**src/rtl/blit_pkg.sv**
```systemverilog
// Shared widths and state/grant encodings for the blitter memory arbiter.
package blit_pkg;
    localparam int MEM_AW = 24;
    localparam int MEM_DW = 16;

    typedef enum logic {ST_IDLE, ST_WAIT} arb_state_t;
    typedef enum logic {GNT_CPU, GNT_VID} gnt_t;
endpackage

```
**src/rtl/blit_reqlatch.sv**
```systemverilog
// Per-port request latch: pending flag plus payload capture.
// A request seen while this port is pending or outstanding is dropped.
module blit_reqlatch
    import blit_pkg::*;
(
    input  logic              clk,
    input  logic              rstn,
    input  logic              req,
    input  logic [MEM_AW-1:0] addr,
    input  logic [MEM_DW-1:0] wdata,
    input  logic [1:0]        wstrb,
    input  logic              we,
    input  logic              busy,
    input  logic              take,
    output logic              pending,
    output logic [MEM_AW-1:0] pend_addr,
    output logic [MEM_DW-1:0] pend_wdata,
    output logic [1:0]        pend_wstrb,
    output logic              pend_we
);
    logic accept;

    assign accept = req && !pending && !busy;

    always_ff @(posedge clk or negedge rstn) begin
        if (!rstn) begin
            pending <= 1'b0;
        end else if (take) begin
            pending <= 1'b0;
        end else if (accept) begin
            pending <= 1'b1;
        end
    end

    // Payload only matters while pending, so it carries no reset.
    always_ff @(posedge clk) begin
        if (accept) begin
            pend_addr  <= addr;
            pend_wdata <= wdata;
            pend_wstrb <= wstrb;
            pend_we    <= we;
        end
    end
endmodule

```
**src/rtl/blit_memarb.sv**
```systemverilog
// Arbitrates the 16-bit system memory port between the CPU bridge and the
// display fetch engine; video has priority, bounded by a CPU anti-starvation streak.
module blit_memarb
    import blit_pkg::*;
#(
    parameter logic [MEM_AW-1:0] MEMTOP  = 24'h100000,
    parameter int unsigned       VID_MAX = 4,
    parameter int unsigned       TIMEOUT = 255
) (
    input  logic              clk,
    input  logic              rstn,
    input  logic              cpu_req,
    input  logic [MEM_AW-1:0] cpu_addr,
    input  logic [MEM_DW-1:0] cpu_wdata,
    input  logic [1:0]        cpu_wstrb,
    input  logic              cpu_we,
    output logic              cpu_ack,
    output logic [MEM_DW-1:0] cpu_rdata,
    output logic              cpu_err,
    input  logic              vid_req,
    input  logic [MEM_AW-1:0] vid_addr,
    output logic              vid_ack,
    output logic [MEM_DW-1:0] vid_rdata,
    output logic              mem_req,
    output logic [MEM_AW-1:0] mem_addr,
    output logic [MEM_DW-1:0] mem_wdata,
    output logic [1:0]        mem_wstrb,
    output logic              mem_we,
    input  logic              mem_ack,
    input  logic [MEM_DW-1:0] mem_rdata,
    input  logic              mem_err
);
    localparam logic [2:0] STREAK_MAX = 3'(VID_MAX);
    localparam logic [7:0] TMO_LAST   = 8'(TIMEOUT - 1);

    arb_state_t        state, state_n;
    gnt_t              gnt;
    logic              cool;
    logic [7:0]        cnt;
    logic [2:0]        streak;

    logic              cpu_pend, vid_pend;
    logic [MEM_AW-1:0] cpu_paddr, vid_paddr;
    logic [MEM_DW-1:0] cpu_pwdata, vid_pwdata;
    logic [1:0]        cpu_pwstrb, vid_pwstrb;
    logic              cpu_pwe, vid_pwe;

    logic              pick_cpu, grant, oor, finish, tmo;
    logic [MEM_AW-1:0] sel_addr;

    blit_reqlatch u_cpu_latch (
        .clk        (clk),
        .rstn       (rstn),
        .req        (cpu_req),
        .addr       (cpu_addr),
        .wdata      (cpu_wdata),
        .wstrb      (cpu_wstrb),
        .we         (cpu_we),
        .busy       (state == ST_WAIT && gnt == GNT_CPU),
        .take       (grant && pick_cpu),
        .pending    (cpu_pend),
        .pend_addr  (cpu_paddr),
        .pend_wdata (cpu_pwdata),
        .pend_wstrb (cpu_pwstrb),
        .pend_we    (cpu_pwe)
    );

    // Video is read-only with full-word strobes.
    blit_reqlatch u_vid_latch (
        .clk        (clk),
        .rstn       (rstn),
        .req        (vid_req),
        .addr       (vid_addr),
        .wdata      ({MEM_DW{1'b0}}),
        .wstrb      (2'b11),
        .we         (1'b0),
        .busy       (state == ST_WAIT && gnt == GNT_VID),
        .take       (grant && !pick_cpu),
        .pending    (vid_pend),
        .pend_addr  (vid_paddr),
        .pend_wdata (vid_pwdata),
        .pend_wstrb (vid_pwstrb),
        .pend_we    (vid_pwe)
    );

    // cool blocks arbitration for the single cycle after a WAIT completes,
    // giving the port that just got its ack a chance to re-request.
    always_comb begin
        state_n  = state;
        grant    = 1'b0;
        finish   = 1'b0;
        tmo      = 1'b0;
        pick_cpu = cpu_pend && (!vid_pend || streak == STREAK_MAX);
        sel_addr = pick_cpu ? cpu_paddr : vid_paddr;
        oor      = sel_addr >= MEMTOP;
        case (state)
            ST_IDLE: begin
                if (!cool && (cpu_pend || vid_pend)) begin
                    grant = 1'b1;
                    if (!oor) state_n = ST_WAIT;
                end
            end
            ST_WAIT: begin
                if (mem_ack || cnt == TMO_LAST) begin
                    finish  = 1'b1;
                    tmo     = !mem_ack;
                    state_n = ST_IDLE;
                end
            end
            default: state_n = ST_IDLE;
        endcase
    end

    always_ff @(posedge clk or negedge rstn) begin
        if (!rstn) begin
            state  <= ST_IDLE;
            gnt    <= GNT_CPU;
            cool   <= 1'b0;
            cnt    <= '0;
            streak <= '0;
        end else begin
            state <= state_n;
            cool  <= finish;
            if (grant) begin
                cnt <= '0;
                gnt <= pick_cpu ? GNT_CPU : GNT_VID;
                if (pick_cpu || !cpu_pend) begin
                    streak <= '0;
                end else if (streak != STREAK_MAX) begin
                    streak <= streak + 3'd1;
                end
            end else if (state == ST_WAIT) begin
                cnt <= cnt + 8'd1;
            end
        end
    end

    always_ff @(posedge clk or negedge rstn) begin
        if (!rstn) begin
            mem_req   <= 1'b0;
            mem_addr  <= '0;
            mem_wdata <= '0;
            mem_wstrb <= '0;
            mem_we    <= 1'b0;
            cpu_ack   <= 1'b0;
            cpu_rdata <= '0;
            cpu_err   <= 1'b0;
            vid_ack   <= 1'b0;
            vid_rdata <= '0;
        end else begin
            mem_req <= 1'b0;
            cpu_ack <= 1'b0;
            vid_ack <= 1'b0;
            if (grant && !oor) begin
                mem_req   <= 1'b1;
                mem_addr  <= sel_addr;
                mem_wdata <= pick_cpu ? cpu_pwdata : vid_pwdata;
                mem_wstrb <= pick_cpu ? cpu_pwstrb : vid_pwstrb;
                mem_we    <= pick_cpu ? cpu_pwe    : vid_pwe;
            end
            if (grant && oor && pick_cpu) begin
                cpu_ack   <= 1'b1;
                cpu_err   <= 1'b1;
                cpu_rdata <= '0;
            end
            if (grant && oor && !pick_cpu) begin
                vid_ack   <= 1'b1;
                vid_rdata <= '0;
            end
            if (finish && gnt == GNT_CPU) begin
                cpu_ack   <= 1'b1;
                cpu_rdata <= tmo ? '0 : mem_rdata;
                cpu_err   <= tmo || mem_err;
            end
            if (finish && gnt == GNT_VID) begin
                vid_ack   <= 1'b1;
                vid_rdata <= (tmo || mem_err) ? '0 : mem_rdata;
            end
        end
    end
endmodule

```
**config.mk**
```make
export PLATFORM = sky130hd
export DESIGN_NAME = blit_memarb
export DESIGN_NICKNAME = d
export VERILOG_FILES = /design/src/rtl/blit_pkg.sv /design/src/rtl/blit_reqlatch.sv /design/src/rtl/blit_memarb.sv
export SDC_FILE = /design/constraint.sdc
export NUM_CORES = 1
export LEC_CHECK = 0
export BUFFER_PORTS_ARGS = -buffer_cell sky130_fd_sc_hd__buf_2
export CORE_ASPECT_RATIO = 1.1
export CORE_UTILIZATION = 52
export CTS_BUF_LIST = sky130_fd_sc_hd__clkbuf_16
export DETAILED_ROUTE_END_ITERATION = 10
export PLACE_DENSITY = 0.77
export REMOVE_ABC_BUFFERS = 1
export SLEW_MARGIN = 20
export SYNTH_ARGS = -nofsm -noshare
export SYNTH_HDL_FRONTEND = slang
export SYNTH_SLANG_ARGS = --single-unit
```
**constraint.sdc**
```tcl
create_clock -name clk -period 4.9 [get_ports clk]
set_input_delay 0.98 -clock clk [delete_from_list [all_inputs] [get_ports clk]]
set_output_delay 0.98 -clock clk [all_outputs]
set_load 0.02 [all_outputs]
```
==> impl_metrics.tcl, run 1 <==
set metrics [dict create \
    synth_edf_count 67 \
    critPathTopFamily "compound AO/OA/AOI/OAI gates" \
    fillCellCount 780 \
    clock-sinks 162 \
    drt_wl_total_um 11900 \
    grt_max_degree 55 \
    power_frac_clock_pct 26.9 \
    layout_commonest_cell "buf_2" \
    internal-power_mw 3.11 \
    design.core.area_sq_um 11100 \
    hold_ws_ps 469 \
    yosysWarningCount 0 \
    worstSetupStartpointType "flip-flop" \
    antenna_found_initial 0 \
    drv_cap 0 \
    synth_flop_cell "dfrtp_1" \
    synth-seq-cells 162 \
    clock_path_buffers 2 \
    final_max_slew_viol_count 0 \
    fin_worst_skew_ps 9.82 \
    wire_per_inst_um 17.4 \
    fmaxAchievable_mhz 321 \
    grt-ovfl-total 0 \
    initial_core_util_pct 54.1 \
    numCtsBuffers 17 \
    io_pins 168 \
    cts_tree "yes" \
    clk_latency_ps 410 \
    fin_ws_ps 1780 \
    period_minus_slack_ps 3120 \
    via_count 3680 \
    async_flop_share_pct 58.6 \
    clk_pin_slew_ps 60 \
    fin_nets 620 \
    finalSetupViolations 0 \
    outcome "completed" \
    comb_power_share_pct 29.1 \
    final-hold-violation-count 0 \
    finalPower_mw 4.60 \
    multi_input_area_sq_um 1500 \
    cp_max_fo 23 \
    critPathRequiredTime_ps 5190 \
    fp.dieArea_sq_um 11900 \
    crit_path_cell_trace "inv_1, ha_1, a21bo_2, nand2_1, a31oi_4, inv_2, mux2_4" \
    synth_top_area_share_pct 39.7 \
    post_cts_resized 0 \
    areaGrowthSynthToFinish_pct 26.1 \
    grt_setup_unrepaired "false" \
    grtUsageTotal_pct 21.5 \
    path_buf_inv 2 \
    cpPeakStageDelay_ps 770 \
    die_w_um 104 \
    peakVddDrop_v 0.000332 \
    synth.area.top_cells "dfrtp_1 40%, edfxtp_1 34%, a22o_1 7.2%" \
    worst_pin_slew_ps 1080 \
    via_per_inst 5.36 \
    htreeDepth 4 \
    power_density_nw_per_um2 609 \
    final_cell_mix "166 x buf_2, 95 x dfrtp_1, 67 x edfxtp_1, 49 x a22o_1, 24 x mux2_2" \
    yosys.area.top_type "dfrtp_1" \
    fin_setup_tns_ps 0 \
    leakagePower_nw 3.55 \
    root_buffer "clkbuf_16" \
    io_buffer_count 167 \
    post-dp-hpwl_um 8200 \
    syn_area_per_cell_sq_um 16.9 \
    placed_cell_area_sq_um 6970 \
    r2r_setup_slack_ps 1780 \
    relSlewSlack_pct 27.8 \
    die_h_um 115 \
    p_switching_mw 1.49 \
    critPathSlowestCell "a31oi_4" \
    hold_buffers 0 \
    synth_area_sq_um 5980 \
    drt_iter0_drc 217 \
    fp-row-count 40 \
    hold_path.class "flip-flop to flip-flop" \
    dr.pass1.iters 4 \
    cts_setup_buffers 0 \
    seqPwrFrac_pct 44.0 \
    gp_congestion 0.838 \
    period_share_pct 63.6 \
    ant_nets 0 \
    arrival_ps 3410 \
    fin_area_sq_um 7550 \
    grt_pass1_wl_um 19500 \
    yosysUniqueCellTypes 41 \
    grt_pass1_vias 3836 \
    synthesis.instances 353 \
    place_ws_ps 1730 \
    critPathCaptureType "flip-flop" \
    drcViolationCount 0 \
    drive_gt1_share_pct 46.3 \
    antenna_cells 0 \
    regArea_sq_um 4390 \
    synth_seq_area_share_pct 73.4 \
    swShare_pct 32.4 \
    path_class "flip-flop to flip-flop" \
]
## power groups by stage
stage          logic [mW]  clock network (mW)  registers (mW)
2_1_floorplan       0.602                   0            2.28
3_3_place_gp         1.30                   0            2.03
3_5_place_dp         1.34                   0            2.03
4_1_cts              1.35                1.27            2.02
5_1_grt              1.44                1.32            2.06
6_report             1.34                1.24            2.02
## Yosys cell counts, drive strengths merged (2+ instances only)
cell,number
buf,13
ha,4
a2bb2oi,2
o31ai,3
o21ai,8
and2,5
nor2,8
nand2,9
o211ai,2
a32oi,2
mux2,41
a21oi,2
dfrtp,95
nand4,4
nand3,4
nand2b,3
nor3,5
edfxtp,67
a22o,49
inv,11
nor4,3
## area by class of cell
cell class                      instances  area share (%)
Tap cell                              147            2.44
Inverter                               11           0.547
Clock inverter                         13            1.23
Clock buffer                           19            6.30
Sequential cell                       162            58.2
Timing Repair Buffer                  169            11.5
Multi-Input combinational cell        166            19.8
## cell families (layout without fill, tap and decap cells)
kind of cell / Yosys count / in the layout / synth area share, %
compound gates: 74 / 74 / 10.6
xor+xnor: 1 / 1 / 0.146
fa+ha+maj: 4 / 4 / 0.837
buf+inv: 25 / 212 / 2.09
flops: 162 / 162 / 73.4
mux: 42 / 42 / 8.95
simple gates: 45 / 45 / 4.02
## worst paths after layout
path                                            from           end  cells past startpoint
min in group asynchronous                       rstn  cpu_rdata[3]                      1
setup / recovery                           streak[0]   mem_addr[4]                      7
hold / removal             u_cpu_latch.pend_wdata[9]  mem_wdata[9]                      1
hold reg to reg            u_cpu_latch.pend_wdata[9]  mem_wdata[9]                      1
max in group asynchronous                       rstn  cpu_rdata[9]                      2
setup reg to reg                           streak[0]   mem_addr[4]                      7
## registers in the layout, indices dropped and copies added, names as in the netlist, 2 cells and up
register,count
u_cpu_latch.pend_addr,24
u_vid_latch.pend_addr,24
streak,3
vid_rdata,16
cnt,8
mem_wstrb,2
mem_wdata,16
cpu_rdata,16
mem_addr,24
u_cpu_latch.pend_wstrb,2
u_cpu_latch.pend_wdata,16
## through the flow
stage               utilization (%)  cells
finish                         68.2    687
global route                   68.2    687
CTS                            68.1    687
detailed placement             63.0    655
global placement               63.0    655
floorplan                         -    339
## layer usage
layer  wire [um]  vias to the layer above  global-route usage [%]
li1            -                     1685                       -
met1        5140                     1802                    27.8
met2        5670                      170                    33.9
met3         874                       23                    6.55
met4         260                        0                    9.43
met5           0                        -                       0
Note: power is estimated with default switching activity, not from simulation.
==> run 2, diff against run 1 <==
CORE_UTILIZATION = 47   (was 52)
PLACE_DENSITY = 0.73   (was 0.77)
clock period = 2.5 ns   (was 4.9 ns; I/O delays follow)
==> run 2 against run 1 <==
Compared with the run above: register-to-register slack worse by 1400 ps; sequential power up 95%; via count up 0.73%; largest power group unchanged.
==> impl_metrics.tcl, run 2 (synthesized netlist as in run 1, its figures left out) <==
set metrics [dict create \
    cpPeakStageDelay_ps 480 \
    cts_setup_buffers 0 \
    critPathRequiredTime_ps 2800 \
    fin_ws_ps 396 \
    final_max_slew_viol_count 0 \
    drcViolationCount 0 \
    grt_setup_unrepaired "false" \
    clk_latency_ps 410 \
    htreeDepth 4 \
    cp_max_fo 12 \
    period_minus_slack_ps 2100 \
    outcome "completed" \
    reg2reg_depth 6 \
    die_h_um 120 \
    antenna_cells 0 \
    ant_nets 0 \
    crit_path_cell_trace "nor4_1, and4_4, a31oi_4, inv_2, buf_12, mux2_4" \
    peakVddDrop_v 0.000714 \
    gp_congestion 0.757 \
    root_buffer "clkbuf_16" \
    hold_path.class "primary input to async pin" \
    grt_max_degree 50 \
    clock_path_buffers 2 \
    critPathSlowestCell "nor4_1" \
    r2r-start "u_cpu_latch.pend_addr[22]" \
    postLayoutCoreUtil_pct 62.7 \
    final-hold-violation-count 0 \
    internal-power_mw 6.21 \
    initial_core_util_pct 48.9 \
    fmaxAchievable_mhz 475 \
    period_share_pct 84.1 \
    die_w_um 110 \
    seqPwrFrac_pct 42.9 \
    io_pins 168 \
    finalSetupViolations 0 \
    hold_ws_ps 114 \
    final_cell_mix "166 x buf_2, 95 x dfrtp_1, 67 x edfxtp_1, 49 x a22o_1, 24 x mux2_2" \
    fin_nets 631 \
    power_frac_clock_pct 28.2 \
    drt_wl_total_um 12000 \
    grt_pass1_vias 3821 \
    design.core.area_sq_um 12200 \
    clk_pin_slew_ps 60 \
    r2r_setup_slack_ps 400 \
    via_per_inst 5.26 \
    wire_per_inst_um 17.0 \
    worst_pin_slew_ps 892 \
    fp-row-count 42 \
    fin_worst_skew_ps 5.83 \
    numCtsBuffers 17 \
    post-dp-hpwl_um 8280 \
    post_cts_resized 0 \
    via_count 3707 \
    dr.pass1.iters 7 \
    place_ws_ps 392 \
    leakagePower_nw 3.60 \
    largestRegisters "mem_addr x24, u_cpu_latch.pend_addr x24, u_vid_latch.pend_addr x24" \
    critPathCaptureType "flip-flop" \
    p_switching_mw 2.99 \
    io_buffer_count 167 \
    cts_tree "yes" \
    drv_cap 0 \
    layout_commonest_cell "buf_2" \
    clock-sinks 162 \
    areaGrowthSynthToFinish_pct 28.3 \
    grtUsageTotal_pct 19.6 \
    grt-ovfl-total 0 \
    swShare_pct 32.5 \
    comb_power_share_pct 29.0 \
    worstSetupStartpointType "flip-flop" \
    antenna_found_initial 0 \
    hold_buffers 0 \
    finalPower_mw 9.19 \
    power_density_nw_per_um2 1200 \
    relSlewSlack_pct 40.5 \
    fillCellCount 889 \
    r2r_end "mem_addr[8]" \
    arrival_ps 2400 \
    drt_iter0_drc 291 \
    fp.dieArea_sq_um 13200 \
    drive_gt1_share_pct 47.5 \
    grt_pass1_wl_um 19100 \
    path_class "flip-flop to flip-flop" \
]
==> run 2: cell types whose count changed in the layout (fill, tap and decap cells not counted), moves of 2 or more <==
cell / previous run / this run
nor3_2: 3 / 1
nor3_1: 2 / 4
buf_12: 1 / 3
buf_4: 2 / 11
clkinv_4: 2 / 5
inv_1: 14 / 10
inv_6: 0 / 3
clkinv_2: 4 / 2
==> run 2: worst max-delay path by stage <==
| stage | from | to | cells after the start |
|---|---|---|---|
| global route | u_cpu_latch.pending | mem_addr[14] | 6 |
| floorplan | state | u_cpu_latch.pend_addr[0] | 3 |
| finish | u_cpu_latch.pend_addr[22] | mem_addr[8] | 6 |
| detailed placement | u_cpu_latch.pending | mem_addr[10] | 6 |
| global placement | u_cpu_latch.pend_addr[22] | mem_addr[13] | 6 |
| CTS | u_cpu_latch.pending | mem_addr[8] | 6 |
==> run 2: through the flow <==
step           instances  setup TNS [ps]  instance area, sq um
2_1_floorplan        339          -85630                  5900
3_3_place_gp         673               0                  7070
3_5_place_dp         673               0                  7070
4_1_cts              705               0                  7670
5_1_grt              705               0                  7670
6_report             705               0                  7670
==> run 2: layout make-up <==
class | count | area [sq um] | share of cell area (%)
clock inverter | 14 | 151 | 1.97
inverter | 11 | 41.3 | 0.538
clock buffer | 18 | 450 | 5.87
sequential | 162 | 4390 | 57.2
timing repair buffer | 180 | 973 | 12.7
tap | 154 | 193 | 2.51
multi-input combinational | 166 | 1480 | 19.2
==> run 2: routing by layer <==
metal	wire (um)	part of all wire, %	track usage [%]	up-vias
met5	0	0	0	-
met4	282	2.4	9.00	0
li1	-	-	-	1713
met3	958	8.0	6.31	23
met2	5520	46	30.4	168
met1	5220	44	24.9	1803
==> run 2: power groups by stage <==
stage          Sequential, mW  Clock, mW  Combinational, mW
2_1_floorplan            4.47          0               1.18
5_1_grt                  4.03       2.75               2.88
3_5_place_dp             3.97          0               2.70
3_3_place_gp             3.96          0               2.64
4_1_cts                  3.95       2.65               2.70
6_report                 3.94       2.59               2.67
==> run 2: worst max-delay path, delay by kind of cell (launching register included) <==
kind	cells	cell delay, ps
flip-flops	1	360
buffers and inverters	2	480
AND/OR/NAND/NOR	2	800
multiplexers	1	300
AO/OA/AOI/OAI	1	40
==> run 3, diff against run 2 <==
CORE_UTILIZATION = 52   (was 47)
PLACE_DENSITY = 0.77   (was 0.73)
clock period = 2.2 ns   (was 2.5 ns; I/O delays follow)
==> run 3 against run 2 <==
Compared with the run above: routed wire length is 2.4% higher; final cell count is 0.71% lower; sequential power is 14% higher; non-clock buffer count is 2 higher; critical endpoint is now vid_rdata[7].
==> impl_metrics.tcl, run 3 (synthesized netlist as in run 1, its figures left out) <==
set metrics [dict create \
    outcome "completed" \
    power_frac_clock_pct 27.4 \
    grt_setup_unrepaired "false" \
    root_buffer "clkbuf_16" \
    clock_path_buffers 2 \
    leakagePower_nw 3.61 \
    gp_congestion 0.844 \
    final_max_slew_viol_count 0 \
    grtUsageTotal_pct 22.0 \
    period_minus_slack_ps 2040 \
    initial_core_util_pct 54.1 \
    areaGrowthSynthToFinish_pct 28.6 \
    cts_tree "yes" \
    hold_buffers 0 \
    power_density_nw_per_um2 1370 \
    post-dp-hpwl_um 8440 \
    drive_gt1_share_pct 47.6 \
    arrival_ps 2390 \
    fin_area_sq_um 7700 \
    die_w_um 104 \
    relSlewSlack_pct 31.4 \
    drv_cap 0 \
    r2r_end "vid_rdata[7]" \
    wire_per_inst_um 17.5 \
    antenna_found_initial 0 \
    die_h_um 115 \
    antenna_cells 0 \
    layout_commonest_cell "buf_2" \
    largestRegisters "mem_addr x24, u_cpu_latch.pend_addr x24, u_vid_latch.pend_addr x24" \
    clock-sinks 162 \
    path_class "flip-flop to flip-flop" \
    fin_setup_tns_ps 0 \
    via_count 3712 \
    grt_max_degree 46 \
    htreeDepth 4 \
    critPathRequiredTime_ps 2550 \
    internal-power_mw 7.10 \
    swShare_pct 32.5 \
    io_pins 168 \
    fmaxAchievable_mhz 490 \
    cp_max_fo 17 \
    reg2reg_depth 6 \
    grt_pass1_vias 3806 \
    comb_power_share_pct 29.9 \
    r2r_setup_slack_ps 160 \
    dr.pass1.iters 4 \
    finalPower_mw 10.5 \
    clk_latency_ps 420 \
    post_cts_resized 0 \
    finalSetupViolations 0 \
    peakVddDrop_v 0.000748 \
    drt_iter0_drc 217 \
    worst_pin_slew_ps 1020 \
    io_buffer_count 167 \
    final_cell_mix "166 x buf_2, 95 x dfrtp_1, 67 x edfxtp_1, 49 x a22o_1, 24 x mux2_2" \
    final-hold-violation-count 0 \
    clk_pin_slew_ps 60 \
    via_per_inst 5.30 \
    numCtsBuffers 17 \
    cts_setup_buffers 0 \
    fin_nets 633 \
    drcViolationCount 0 \
    fp-row-count 40 \
    worstSetupStartpointType "flip-flop" \
    critPathCaptureType "flip-flop" \
    grt-ovfl-total 0 \
    hold_path.class "primary input to async pin" \
    drt_wl_total_um 12300 \
    period_share_pct 92.8 \
    grt_pass1_wl_um 19700 \
    placed_cell_area_sq_um 7100 \
    ant_nets 0 \
    r2r-start "streak[0]" \
    fp.dieArea_sq_um 11900 \
    design.core.area_sq_um 11100 \
    seqPwrFrac_pct 42.7 \
    p_switching_mw 3.42 \
    fin_worst_skew_ps 11.3 \
]
-- run 3: changes by cell type in the layout (fill, tap and decap cells not counted), moves of 2 or more --
cell        delta
clkinv_4       -3
clkinvlp_4     +2
inv_1          +2
nor3_1         -2
-- run 3: metal layers --
layer	track usage (%)	share of wire (%)
met4	8.67	1.2
met2	36.7	50
met1	27.1	42
met5	0	0
met3	6.55	6.5
-- run 3: critical path: stages (launching register included) --
cell and delay, ps:
dfrtp_1 380, inv_1 100, ha_1 190, nand3_1 70, and3_1 230, a32oi_2 720
a22o_1 270
-- run 3: power by group through the flow --
stage               logic (mW)  clock network, mW  registers (mW)
global placement          3.06                  0            4.50
finish                    3.15               2.88            4.49
detailed placement        3.16                  0            4.51
CTS                       3.18               2.94            4.49
floorplan                 1.34                  0            5.08
global route              3.38               3.08            4.58
-- run 3: area by class of cell --
class	instances	area, sq um
sequential	162	4390
clock inverter	14	138
fill	742	3360
multi-input combinational	166	1490
timing repair buffer	182	1000
tap	147	184
inverter	11	41.3
clock buffer	18	450
-- run 3: how the worst max path moves through the flow --
stage                                    from                       end  slack [ps]  cells past startpoint
finish                              streak[0]              vid_rdata[7]         160                      6
global route                        streak[0]              vid_rdata[1]          40                      6
CTS                 u_vid_latch.pend_addr[22]              vid_rdata[7]         170                      3
detailed placement  u_vid_latch.pend_addr[22]              vid_rdata[1]         190                      3
global placement    u_vid_latch.pend_addr[22]              vid_rdata[7]         220                      3
floorplan                               state  u_cpu_latch.pend_addr[0]       -2220                      3
-- run 3: stage by stage --
stage | util [%] | std cells | setup WS, ps | hold WS [ps]
after global routing | 69.6 | 700 | 40.3 | 48.8
final | 69.6 | 700 | 158 | 19.9
after CTS | 69.5 | 700 | 175 | 38.9
after floorplan | - | 339 | -2220 | 144
after global placement | 64.2 | 668 | 218 | 454
after detailed placement | 64.2 | 668 | 190 | 462
